===== config.mk =====
export PLATFORM = sky130hd
export DESIGN_NAME = eq_pattern_gen
export DESIGN_NICKNAME = d
export VERILOG_FILES = /design/src/rtl/eq_pkg.sv /design/src/rtl/hold_timer.sv /design/src/rtl/eq_pattern_gen.sv
export SDC_FILE = /design/constraint.sdc
export NUM_CORES = 1
export LEC_CHECK = 0
export ABC_AREA = 0
export CORE_MARGIN = 4
export CORE_UTILIZATION = 50
export CTS_BUF_LIST = sky130_fd_sc_hd__clkbuf_4 sky130_fd_sc_hd__clkbuf_8
export DETAILED_ROUTE_END_ITERATION = 8
export HOLD_SLACK_MARGIN = 0.06
export PLACE_DENSITY = 0.73
export SYNTH_ARGS = -nofsm -noshare
export SYNTH_HDL_FRONTEND = slang
export SYNTH_SLANG_ARGS = --single-unit
export TNS_END_PERCENT = 1

===== constraint.sdc =====
create_clock -name clk -period 2.3 [get_ports clk]
set_input_delay 0.69 -clock clk [delete_from_list [all_inputs] [get_ports clk]]
set_output_delay 0.69 -clock clk [all_outputs]
set_load 0.1 [all_outputs]

===== src/rtl/eq_pkg.sv =====
// Shared types and constants for the eq detector pattern generator.
package eq_pkg;

    typedef enum logic [1:0] {
        StIdle   = 2'd0,
        StDrive  = 2'd1,
        StFinish = 2'd2
    } state_e;

    localparam int unsigned NUM_STEPS = 4;
    localparam int unsigned STEP_W    = 2;

    // Expected eq output per step, where step = {x, y}: only 00 and 11 are equal.
    localparam logic [NUM_STEPS-1:0] EQ_EXPECT = 4'b1001;

endpackage


===== src/rtl/hold_timer.sv =====
// 8-bit hold counter with synchronous clear; flags the sample point and the
// last cycle of each hold window.
module hold_timer #(
    parameter int unsigned HOLD_CYCLES = 50,
    parameter int unsigned SAMPLE_AT   = HOLD_CYCLES - 1
) (
    input  logic clk,
    input  logic rst,
    input  logic clear,
    input  logic en,
    output logic at_sample,
    output logic at_end
);

    logic [7:0] hold_q;

    // Clear wins over increment so the step advance restarts the window at 0.
    always_ff @(posedge clk) begin
        if (rst || clear) begin
            hold_q <= 8'd0;
        end else if (en) begin
            hold_q <= hold_q + 8'd1;
        end
    end

    assign at_sample = (hold_q == 8'(SAMPLE_AT));
    assign at_end    = (hold_q == 8'(HOLD_CYCLES - 1));

endmodule


===== src/rtl/eq_pattern_gen.sv =====
// Hardware self-check for the one-bit eq detector: sweeps all four (x, y)
// pairs, samples s_in once per window and reports mismatches.
module eq_pattern_gen
    import eq_pkg::*;
#(
    parameter int unsigned HOLD_CYCLES = 50,
    parameter int unsigned SAMPLE_AT   = HOLD_CYCLES - 1
) (
    input  logic       clk,
    input  logic       rst,
    input  logic       start,
    input  logic       s_in,
    output logic       x,
    output logic       y,
    output logic       busy,
    output logic       done,
    output logic       pass,
    output logic [2:0] err_count,
    output logic [3:0] err_mask
);

    state_e              state_q, state_d;
    logic [STEP_W-1:0]   step_q, step_d;
    logic                x_q, x_d, y_q, y_d;
    logic                busy_q, busy_d, done_q, done_d, pass_q, pass_d;
    logic [2:0]          err_count_q, err_count_d;
    logic [3:0]          err_mask_q, err_mask_d;
    logic                timer_clear, timer_en, at_sample, at_end;

    hold_timer #(
        .HOLD_CYCLES (HOLD_CYCLES),
        .SAMPLE_AT   (SAMPLE_AT)
    ) u_hold_timer (
        .clk       (clk),
        .rst       (rst),
        .clear     (timer_clear),
        .en        (timer_en),
        .at_sample (at_sample),
        .at_end    (at_end)
    );

    always_comb begin
        state_d     = state_q;
        step_d      = step_q;
        x_d         = x_q;
        y_d         = y_q;
        busy_d      = busy_q;
        done_d      = 1'b0;
        pass_d      = pass_q;
        err_count_d = err_count_q;
        err_mask_d  = err_mask_q;
        timer_clear = 1'b0;
        timer_en    = 1'b0;

        unique case (state_q)
            StIdle: begin
                x_d    = 1'b0;
                y_d    = 1'b0;
                busy_d = 1'b0;
                if (start) begin
                    state_d     = StDrive;
                    step_d      = '0;
                    timer_clear = 1'b1;
                    err_count_d = 3'd0;
                    err_mask_d  = 4'd0;
                    pass_d      = 1'b0;
                    busy_d      = 1'b1;
                end
            end
            StDrive: begin
                timer_en = 1'b1;
                if (at_sample && (s_in != EQ_EXPECT[step_q])) begin
                    err_count_d         = err_count_q + 3'd1;
                    err_mask_d[step_q]  = 1'b1;
                end
                if (at_end) begin
                    timer_clear = 1'b1;
                    if (step_q != 2'(NUM_STEPS - 1)) begin
                        step_d     = step_q + 2'd1;
                        {x_d, y_d} = step_q + 2'd1;
                    end else begin
                        // Uses err_count_d so a mismatch on the final sample counts.
                        state_d = StFinish;
                        busy_d  = 1'b0;
                        done_d  = 1'b1;
                        x_d     = 1'b0;
                        y_d     = 1'b0;
                        pass_d  = (err_count_d == 3'd0);
                    end
                end
            end
            StFinish: begin
                state_d = StIdle;
            end
            default: begin
                state_d = StIdle;
            end
        endcase
    end

    always_ff @(posedge clk) begin
        if (rst) begin
            state_q     <= StIdle;
            step_q      <= '0;
            x_q         <= 1'b0;
            y_q         <= 1'b0;
            busy_q      <= 1'b0;
            done_q      <= 1'b0;
            pass_q      <= 1'b0;
            err_count_q <= 3'd0;
            err_mask_q  <= 4'd0;
        end else begin
            state_q     <= state_d;
            step_q      <= step_d;
            x_q         <= x_d;
            y_q         <= y_d;
            busy_q      <= busy_d;
            done_q      <= done_d;
            pass_q      <= pass_d;
            err_count_q <= err_count_d;
            err_mask_q  <= err_mask_d;
        end
    end

    assign x         = x_q;
    assign y         = y_q;
    assign busy      = busy_q;
    assign done      = done_q;
    assign pass      = pass_q;
    assign err_count = err_count_q;
    assign err_mask  = err_mask_q;

endmodule


Yosys cells after proc, flatten, opt, wreduce, memory -nomap -nowiden
Index checks and enable logic that the tools add are counted.
{"block": "op_classes", "n_mul": 0, "n_eq_ne": 9, "magnitude_cmp": 2, "div": 0, "n_mux": 37, "reduce_logical": 14, "n_shift": 0, "bitwise": 3, "n_addsub": 3}
{"op": "2-to-1 mux 1 bit", "n": 15}
{"op": "2-to-1 mux 2 bit", "n": 6}
{"op": "!= test 2 bit (second input constant)", "n": 6}
{"op": "case mux 1 bit (2 select lines)", "n": 5}
{"op": "2-to-1 mux 3 bit", "n": 3}
{"op": "AND reduction 3 bit", "n": 3}
{"op": "adder 8 x 1 -> 8 bit (second input constant)", "n": 1}
{"op": "equality test 8 x 6 -> 1 bit (second input constant)", "n": 1}
{"op": "2-to-1 mux 4 bit", "n": 2}
{"op": "case mux 2 bit (2 select lines)", "n": 2}
{"op": "case mux 4 bit (2 select lines)", "n": 1}
{"op": "AND reduction 4 bit", "n": 2}
{"op": "case mux 3 bit (2 select lines)", "n": 1}
{"op": "OR 4 bit", "n": 1}
{"op": "AND reduction 2 bit", "n": 2}
{"op": "adder 3 x 1 -> 3 bit (second input constant)", "n": 1}
{"op": "zero test 3 bit", "n": 1}
{"op": "less-than comparator 2 x 3 -> 1 bit (second input constant)", "n": 1}
{"op": "OR reduction 3 bit", "n": 1}
{"op": "adder 2 x 1 -> 2 bit (second input constant)", "n": 1}
{"op": "binary-select mux 1 bit (select 2 bit)", "n": 1}
{"op": "demux 1 bit (select 2 bit)", "n": 1}
{"op": "equality test 2 x 1 -> 1 bit (second input constant)", "n": 1}
{"op": ">= comparator 2 x 1 -> 1 bit (second input constant)", "n": 1}
{"op": "other kinds (6)", "n": 8}
{"block": "word_totals", "register_bits": 24, "latch_bits": 0, "mem_bits_rw": 0, "romBits": 0, "output_inout_bits": 12, "input_bits": 4, "n_memories": 0, "wordCells": 78}

Depth between registers and ports, before layout
Gate-level depths: netlist (run 1).
{"block": "depth", "ltp_word": 10, "mapped_depth": 7, "ltp_nobuf": 6}

Hierarchy
A second synthesis (run 1) with hierarchy kept.
{"block": "hier_totals", "hier_cells": 129, "area_unflattened_um2": 1154.9}
{"module": "eq_pattern_gen", "cells_per_inst": 85, "n_inst": 1, "area_per_inst_um2": 772.0, "seq_area_each_um2": 320.3}
{"module": "hold_timer", "cells_per_inst": 44, "n_inst": 1, "area_per_inst_um2": 382.9, "seq_area_each_um2": 160.2}

Least setup slack after synthesis (run 1)
No wires, ideal clock.
{"block": "synth_timing", "path_type": "reg-to-reg", "from": "register err_count_q[0], in the netlist err_count[0]", "to": "register pass_q, in the netlist pass", "path_stages_with_launch": 4, "path_slack_ps": 384, "path_buffers": 0, "arrival_time_ps": 1829, "required_time_ps": 2213, "synth_period_minus_slack_ps": 1916, "path_cell_list": "dfxtp_1 -> ha_1 -> mux2_1 -> o31ai_1"}
{"block": "synth_between", "elab_chain_len": 7}
{"item": "start: declaration", "line": "eq_pattern_gen.sv:26", "source": "logic [2:0] err_count_q, err_count_d;"}
{"item": "start signal: assignment", "line": "eq_pattern_gen.sv:120", "source": "err_count_q <= err_count_d;"}
{"item": "adder 3 x 1 -> 3 bit", "line": "eq_pattern_gen.sv:73", "source": "err_count_d = err_count_q + 3'd1;"}
{"item": "2-to-1 mux 3 bit *", "line": "eq_pattern_gen.sv:72", "source": "if (at_sample && (s_in != EQ_EXPECT[step_q])) begin"}
{"item": "2-to-1 mux 3 bit *", "line": "eq_pattern_gen.sv:55", "source": "unique case (state_q)"}
{"item": "zero test 3 bit *", "line": "eq_pattern_gen.sv:88", "source": "pass_d = (err_count_d == 3'd0);"}
{"item": "2-to-1 mux 1 bit *", "line": "eq_pattern_gen.sv:78", "source": "if (step_q != 2'(NUM_STEPS - 1)) begin"}
{"item": "2-to-1 mux 1 bit *", "line": "eq_pattern_gen.sv:76", "source": "if (at_end) begin"}
{"item": "case mux 1 bit (2 select lines) *", "line": "eq_pattern_gen.sv:55"}
{"item": "end signal: assignment", "line": "eq_pattern_gen.sv:119", "source": "pass_q <= pass_d;"}
{"item": "end: declaration", "line": "eq_pattern_gen.sv:25", "source": "logic busy_q, busy_d, done_q, done_d, pass_q, pass_d;"}
Mark *: on every way between the ends. The rest lies on a longest branch, timed or not. The select of a mux whose other input is x is not followed.
A chain may end at the register's enable or synchronous reset.

Worst setup path after layout (run 1)
{"block": "layout_timing", "from": "register step_q[1]", "to": "register pass_q, in the netlist pass"}
{"block": "layout_between", "elab_chain_len": 10}
{"item": "start: declaration", "line": "eq_pattern_gen.sv:23", "source": "logic [STEP_W-1:0] step_q, step_d;"}
{"item": "start signal: assignment", "line": "eq_pattern_gen.sv:114", "source": "step_q <= step_d;"}
{"item": "binary-select mux 1 bit (select 2 bit)", "line": "eq_pattern_gen.sv:72"}
{"item": "2-to-1 mux 1 bit (implied by the code)", "line": "eq_pattern_gen.sv:72"}
{"item": "!= test 1 bit", "line": "eq_pattern_gen.sv:72"}
{"item": "logical AND 1 bit", "line": "eq_pattern_gen.sv:72"}
{"item": "2-to-1 mux 3 bit", "line": "eq_pattern_gen.sv:72"}
{"item": "2-to-1 mux 3 bit", "line": "eq_pattern_gen.sv:55"}
{"item": "zero test 3 bit", "line": "eq_pattern_gen.sv:88"}
{"item": "2-to-1 mux 1 bit", "line": "eq_pattern_gen.sv:78"}
{"item": "2-to-1 mux 1 bit", "line": "eq_pattern_gen.sv:76"}
{"item": "case mux 1 bit (2 select lines)", "line": "eq_pattern_gen.sv:55"}
Parallel ways exist; a longest one is shown, timed or not. The select of a mux whose other input is x is not followed.

==> flow_summary.ini, run 1 <==
[outcome]
status = finished clean

[setup_path]
worst_r2r_startpoint = step_q[1]
end_kind = flip-flop
arrival_ns = 2.12
worstPathRequired_ns = 2.53
r2r_slack_ns = 0.42
crit_start = step_q[1]
reg2regPathDepth = 6
path_max_fanout = 4
startpoint_type = flip-flop
reg2reg_to = pass
path_class = reg -> reg

[floorplanning]
core_um2 = 2280
rows = 17
initial_core_util_pct = 53.9
die_y_um = 57.5
io_pins = 16
dieArea_um2 = 3310
fp.dieW_um = 57.5

[synthesis]
netlist_instances = 141
synth_top_area_share_pct = 39.2
synth_cell_types = 40
synth_area_um2 = 1230
syn_nets = 152
synthTopCellsByArea = dfxtp_1 39%, ha_1 7.1%, a21oi_1 6.5%
synth_edf_count = 0
synth_top_area_cell = dfxtp_1
yosysSeqAreaShare_pct = 39.2
synth_ff_type = dfxtp_1
ys_top_cells_by_count = 24 x dfxtp_1, 16 x a21oi_1, 15 x nor2_1, 10 x nand2_1, 8 x inv_1
synth_async_sr_flop_share_pct = 0
ys_warn_count = 0
synth-seq-cells = 24
yosysMostFrequentCell = dfxtp_1
syn_area_per_cell_um2 = 8.70

[finish]
area_delta_synth_final_pct = 16.4
fillers = 194
nets = 170
final_cell_area_um2 = 1430
drive_above_1_share_pct = 17.1
insertedDiodeCount = 0

[timing]
tightest_slew_ns = 0.431
drv_slew = 0
fin_worst_skew_ns = 0.00698
min_period_over_period_pct = 81.8
hold_slack_ns = 0.485
fmax_ghz = 0.532
final_hold_viol_count = 0
setup_tns_ns = 0
fin_crit_ns = 1.88
setup_ws_ns = 0.419
setup_viol = 0
rsz0062_at_grt = no
worst_slew_margin_rel_pct = 71.1

[global_route]
antenna_found_initial = 0
gr-total-overflow = 0
grt_pass1_wl_um = 4450
grt_max_degree = 15
track_usage_pct = 16.9
first_global_vias = 930

[cts]
holdBufCountCts = 0
root_buffer = clkbuf_4
cts_sinks = 24
clk_pin_slew_worst_paths_ns = 0.13
postCtsSetupRepairBufs = 0
ctsResizeCount = 0
clk_path_buf_depth = 2
htree_levels = 1
cts_buffers = 3
clk_latency_ns = 0.31
cts_tree = done

[min_path]
holdCritStartpoint = y
min_path_cells = 2
hold_end = y
hold_path.class = reg -> reg

[power]
cellLeakagePower_nw = 0.562
peakVddDrop_mv = 0.492
power_mw = 0.817
power_per_cell_area_nw_per_um2 = 572

[routing]
wirelength_um = 2520
first_pass_iters = 4
route.detailed.wl_per_inst_um = 13.6
drt-initial-drc-count = 18
viasPerCell = 5.61
drc = 0
vias = 1044
ant_nets = 0

[placement]
gp_congestion = 0.813
dp_hpwl_um = 1890
portBuffers = 15
post_dp_cell_area_um2 = 1380
pre_cts_ws_ns = 0.0978

[flow_run]
cap_violations = 0
==> layer usage <==
layer | vias to the layer above | GRT usage, % | part of all wire [%]
met5 | - | 0 | 0
met4 | 0 | 1.99 | 0.48
met3 | 2 | 6.11 | 5.3
met2 | 23 | 25.0 | 43
met1 | 491 | 24.1 | 51
li1 | 528 | - | -
==> through the flow <==
stage | std cells | util, %
after floorplan | 141 | -
after global placement | 182 | 60.4
after detailed placement | 182 | 60.4
after CTS | 186 | 62.7
after global routing | 186 | 62.7
final | 186 | 62.7
==> state kept, by name, indices dropped and copies added, names as in the netlist, 2 cells and up <==
| register | cells |
|---|---|
| err_count | 3 |
| err_mask | 4 |
| step_q | 2 |
| u_hold_timer.hold_q | 8 |
| state_q | 2 |
==> worst max-delay path, stage by stage, from the launching register on <==
cell     delay [ns]
dfxtp_1        0.41
inv_1          0.08
ha_1           0.32
xnor2_1        0.31
nand3_1        0.14
mux2_1         0.34
o31ai_1        0.21
==> logic make-up after synthesis <==
group | Yosys count | synth area share [%]
multiplexers | 1 | 0.918
adder cells (fa/ha/maj) | 7 | 7.14
buffers and inverters | 15 | 6.02
AO/OA/AOI/OAI | 31 | 15.8
flip-flops | 24 | 39.2
XOR/XNOR | 8 | 5.71
AND/OR/NAND/NOR | 55 | 25.2
==> cells in the final DEF (no fill, tap or decap), types with 2 or more instances in the layout <==
cell,count
nand3_1,3
nand2b_1,2
xor2_1,2
clkdlybuf4s50_1,3
o21ai_0,6
dfxtp_1,24
nor2_1,15
buf_4,17
nand4_1,3
xnor2_1,6
ha_1,7
nor3_1,3
and2_1,2
nand2_1,10
inv_1,8
nor2b_1,2
and4_1,2
or3b_1,2
clkbuf_4,3
or3_1,2
o31ai_1,2
a21oi_1,16
and3_1,2
==> report_power, final <==
part           switching [mW]  internal, mW
Clock                   0.125         0.176
Sequential            0.00924         0.422
Combinational          0.0513        0.0329
Total                   0.186         0.631
==> layout make-up <==
cell class | instances | area [µm²] | area share [%]
flip-flops and latches | 24 | 480 | 33.7
clock buffers | 3 | 22.5 | 1.58
well taps | 28 | 35.0 | 2.45
inverters | 8 | 30.0 | 2.10
repair buffers | 20 | 158 | 11.0
multi-input cells | 102 | 672 | 47.1
clock inverters | 1 | 30.0 | 2.10
==> how the worst max path moves through the flow <==
| stage | end | slack (ns) | cells after the start |
|---|---|---|---|
| after global placement | u_hold_timer.hold_q[1] | 0.16 | 5 |
| after global routing | pass | 0.25 | 6 |
| after detailed placement | u_hold_timer.hold_q[1] | 0.1 | 5 |
| after CTS | pass | 0.42 | 6 |
| after floorplan | pass | 0.38 | 3 |
| final | pass | 0.42 | 6 |
Power figures use the tool's default switching activity.
==> inputs of run 2 (changes only) <==
--- a/config.mk
+++ b/config.mk
@@ -11,7 +11,7 @@
 export CTS_BUF_LIST = sky130_fd_sc_hd__clkbuf_4 sky130_fd_sc_hd__clkbuf_8
 export DETAILED_ROUTE_END_ITERATION = 8
 export HOLD_SLACK_MARGIN = 0.06
-export PLACE_DENSITY = 0.73
+export PLACE_DENSITY = 0.76
 export SYNTH_ARGS = -nofsm -noshare
 export SYNTH_HDL_FRONTEND = slang
 export SYNTH_SLANG_ARGS = --single-unit
==> constraint.sdc (replaced) <==
create_clock -name clk -period 1.7 [get_ports clk]
set_input_delay 0.51 -clock clk [delete_from_list [all_inputs] [get_ports clk]]
set_output_delay 0.51 -clock clk [all_outputs]
set_load 0.1 [all_outputs]
==> run 2 against run 1 <==
Combinational power up 76%. Critical path depth unchanged. Die area unchanged. Cell area up 21%. Sequential power up 35%. Via count up 6.8%. Highest routed layer unchanged.
==> flow_summary.ini, run 2 (synthesized netlist as in run 1, its figures left out) <==
[routing]
dr_wl_met2_um = 1350
vias = 1115
met1_length_um = 1270
drt-initial-drc-count = 28
wl_met3_um = 145
ant_nets = 0
first_pass_iters = 4
viasPerCell = 5.60
route.detailed.wl_per_inst_um = 14.2
dr.max_layer_used = met4
wirelength_um = 2820
drc = 0

[power]
clkPwrFrac_pct = 36.1
power_per_cell_area_nw_per_um2 = 664
cellLeakagePower_nw = 0.684
seqPwrFrac_pct = 50.9
switching_power_mw = 0.264
comb_power_share_pct = 13.0
p_sw_share_pct = 23.1
p_int_mw = 0.878
peakVddDrop_mv = 0.614

[setup_path]
reg2reg_to = pass
crit_start = step_q[0]
reg2regPathDepth = 6
crit_end = pass
startpoint_type = flip-flop
path_max_fanout = 5
arrival_ns = 1.86
worstPathRequired_ns = 1.94
r2r_slack_ns = 0.07
path_class = reg -> reg
worst_r2r_startpoint = step_q[0]
end_kind = flip-flop

[finish]
insertedDiodeCount = 0
finalNonFillerCells = 199
nets = 183
final_cell_mix = 20 x dfxtp_1, 18 x buf_4, 16 x a21oi_1
largest_reg_flops = 8
area_delta_synth_final_pct = 40.3
top_register = u_hold_timer.hold_q
fillers = 151
utilization_pct = 75.6
final_common_cell = dfxtp_1
drive_above_1_share_pct = 28.7

[flow_run]
cap_violations = 0

[cts]
postCtsSetupRepairBufs = 0
clk_pin_slew_worst_paths_ns = 0.13
clk_latency_ns = 0.32
clk_path_buf_depth = 2
cts_buffers = 3
root_buffer = clkbuf_4
holdBufCountCts = 0
cts_tree = done
htree_levels = 1
cts_sinks = 24

[placement]
pre_cts_ws_ns = -0.320
numPlacedInstances = 195
dp_hpwl_um = 2180
gp_congestion = 0.889
portBuffers = 15

[floorplanning]
initial_core_util_pct = 53.9
io_pins = 16
core_um2 = 2280
die_y_um = 57.5
rows = 17
fp.dieW_um = 57.5
dieArea_um2 = 3310

[timing]
fmax_ghz = 0.615
hold_slack_ns = 0.540
final_hold_viol_count = 0
setup_viol = 0
tightest_slew_ns = 0.359
fin_worst_skew_ns = 0.00174
drv_slew = 0
fin_crit_ns = 1.63
setup_ws_ns = 0.0729
rsz0062_at_grt = no
setup_tns_ns = 0
min_period_over_period_pct = 95.7
worst_slew_margin_rel_pct = 75.9

[min_path]
hold_path.class = reg -> reg

[global_route]
track_usage_pct = 19.3
antenna_found_initial = 0
grt_max_degree = 15
first_global_vias = 1108
grt_pass1_wl_um = 5090
gr-total-overflow = 0

[outcome]
status = finished clean
==> run 2: metrics by stage <==
stage | power [mW] | cell area [µm²]
floorplan | 0.677 | 1250
detailed placement | 0.737 | 1650
global route | 1.19 | 1720
finish | 1.14 | 1720
global placement | 0.734 | 1650
CTS | 1.15 | 1720
==> run 2: worst min-delay path by stage <==
| stage | startpoint | to | slack (ns) | cells past startpoint |
|---|---|---|---|---|
| global placement | u_hold_timer.hold_q[4] | u_hold_timer.hold_q[4] | 0.51 | 2 |
| global route | err_mask[3] | err_mask[3] | 0.59 | 2 |
| detailed placement | y | y | 0.52 | 2 |
| floorplan | step_q[1] | step_q[1] | 0.48 | 2 |
| CTS | y | y | 0.54 | 2 |
| finish | y | y | 0.54 | 2 |
==> run 2: per-layer routing <==
layer  global-route usage [%]  vias up
met5                        0        -
met4                     4.64        0
met3                     5.20        8
met2                     31.8       36
met1                     24.9      522
li1                         -      549
==> run 2: final cells by class <==
cell class,instances,area (µm²),share of cell area [%]
Tap cell,28,35.0,2.04
Sequential cell,24,485,28.2
Multi-Input combinational cell,102,709,41.2
Timing Repair Buffer,33,408,23.7
Clock buffer,3,22.5,1.31
Inverter,8,30.0,1.75
Clock inverter,1,30.0,1.75
==> run 2: timing repair <==
item	in CTS	in global routing
resized for setup	2	5
pin swaps	0	1
setup endpoints to repair	1	5
==> run 2: power groups by stage <==
stage                     clock, mW  combinational, mW  sequential [mW]
after CTS                     0.421              0.147            0.582
final                         0.412              0.148            0.582
after global routing          0.447              0.160            0.584
after global placement            0              0.140            0.594
after detailed placement          0              0.142            0.594
after floorplan                   0             0.0640            0.613
==> run 2: worst max-delay path, cell delays in order, from the launching register on <==
cell and delay, ns:
dfxtp_2 0.36, inv_2 0.06, ha_4 0.26, xnor2_4 0.18, nand3_1 0.11, mux2_1 0.34
o31ai_2 0.24
==> inputs of run 3 (changes only) <==
--- a/config.mk
+++ b/config.mk
@@ -6,6 +6,7 @@
 export NUM_CORES = 1
 export LEC_CHECK = 0
 export ABC_AREA = 0
+export CORE_ASPECT_RATIO = 1.75
 export CORE_MARGIN = 4
 export CORE_UTILIZATION = 50
 export CTS_BUF_LIST = sky130_fd_sc_hd__clkbuf_4 sky130_fd_sc_hd__clkbuf_8
==> run 3 against run 2 <==
Wire length grew 10%. Non-clock buffer count shrank 1. Worst setup slack lost 0.0022 ns. Clock skew grew 0.0013 ns. Sequential share of layout area grew 0.21 points. Maximum frequency shrank 0.13%. Highest routed layer unchanged. Combinational power grew 4%.
==> flow_summary.ini, run 3 (synthesized netlist as in run 1, its figures left out) <==
[outcome]
status = finished clean

[routing]
drc = 0
ant_nets = 0
first_pass_iters = 4
vias = 1124
route.detailed.wl_per_inst_um = 15.9
wirelength_um = 3110
viasPerCell = 5.76
drt-initial-drc-count = 27

[timing]
fin_worst_skew_ns = 0.00304
hold_slack_ns = 0.530
min_period_over_period_pct = 95.8
fmax_ghz = 0.614
setup_tns_ns = 0
worst_slew_margin_rel_pct = 71.4
tightest_slew_ns = 0.426
rsz0062_at_grt = no
fin_crit_ns = 1.63
final_hold_viol_count = 0
drv_slew = 0
setup_viol = 0

[floorplanning]
die_y_um = 73.5
io_pins = 16
initial_core_util_pct = 52.6
dieArea_um2 = 3340
core_um2 = 2330
rows = 23
fp.dieW_um = 45.4

[finish]
insertedDiodeCount = 0
utilization_pct = 73.6
largest_reg_flops = 8
top_register = u_hold_timer.hold_q
final_cell_area_um2 = 1720
drive_above_1_share_pct = 28.2
fillers = 163
nets = 182
area_delta_synth_final_pct = 40.0
final_common_cell = dfxtp_1
final_cell_mix = 20 x dfxtp_1, 17 x buf_4, 16 x a21oi_1

[setup_path]
path_cells = inv_1 -> ha_4 -> xnor2_4 -> nand3_1 -> mux2_1 -> o31ai_1
crit_family = flip-flops
path_class = reg -> reg
path_max_fanout = 4
startpoint_type = flip-flop
path_buf_inv = 1
worstPathRequired_ns = 1.89
cpPeakStageDelay_ns = 0.37
arrival_ns = 1.82
end_kind = flip-flop
critPathSlowestCell = dfxtp_4

[cts]
root_buffer = clkbuf_8
clk_latency_ns = 0.27
postCtsSetupRepairBufs = 0
clk_path_buf_depth = 2
clk_pin_slew_worst_paths_ns = 0.08
cts_buffers = 3
htree_levels = 1
holdBufCountCts = 0
cts_tree = done
cts_sinks = 24

[placement]
post_dp_cell_area_um2 = 1640
portBuffers = 15
gp_congestion = 0.816
dp_hpwl_um = 2350

[global_route]
grt_max_degree = 14
antenna_found_initial = 0
track_usage_pct = 20.8
gr-total-overflow = 0
grt_pass1_wl_um = 5060
first_global_vias = 1140

[flow_run]
cap_violations = 0

[power]
cellLeakagePower_nw = 0.685
peakVddDrop_mv = 0.526
power_per_cell_area_nw_per_um2 = 654
power_mw = 1.12

[min_path]
hold_path.class = reg -> reg
## run 3: per-stage QoR
step / cells / setup WS [ns]
finish: 195 / 0.0707
global route: 195 / 0.0145
CTS: 195 / 0.0000873
detailed placement: 191 / -0.274
global placement: 191 / -0.218
floorplan: 141 / 0.0226
## run 3: worst paths after layout
kind	end	slack, ns	depth (start not counted)	start
setup / recovery	pass	0.07	6	step_q[1]
hold / removal	y	0.53	2	y
setup reg to reg	pass	0.07	6	step_q[1]
hold reg to reg	y	0.53	2	y
## run 3: where the power goes
group | switching (mW) | internal [mW]
combinational | 0.0833 | 0.0707
sequential | 0.0106 | 0.569
clock | 0.183 | 0.207
## run 3: layer usage
metal / part of all wire (%) / wire (µm) / track usage [%]
met2: 58 / 1800 / 36.2
met4: 4.8 / 148 / 14.7
met1: 35 / 1080 / 21.5
met5: 0 / 0 / 0
met3: 2.6 / 80 / 2.70
## run 3: final cells by class
| cell class | count | area, µm² | share of cell area (%) |
|---|---|---|---|
| Tap cell | 25 | 31.3 | 1.82 |
| Clock buffer | 4 | 55.1 | 3.21 |
| Timing Repair Buffer | 32 | 403 | 23.5 |
| Inverter | 8 | 30.0 | 1.75 |
| Multi-Input combinational cell | 102 | 709 | 41.3 |
| Sequential cell | 24 | 488 | 28.4 |
## run 3: worst reg2reg max path, delay by kind of cell (launching register included)
| kind | cells | cell delay (ns) |
|---|---|---|
| flops | 1 | 0.37 |
| mux | 1 | 0.34 |
| fa+ha+maj | 1 | 0.32 |
| compound gates | 1 | 0.22 |
| xor+xnor | 1 | 0.13 |
| simple gates | 1 | 0.10 |
| buf+inv | 1 | 0.07 |
## run 3: repair_timing
action,in CTS,in global routing
endpoints found under the setup margin,1,4
pin swaps,0,1
resized for setup,1,7
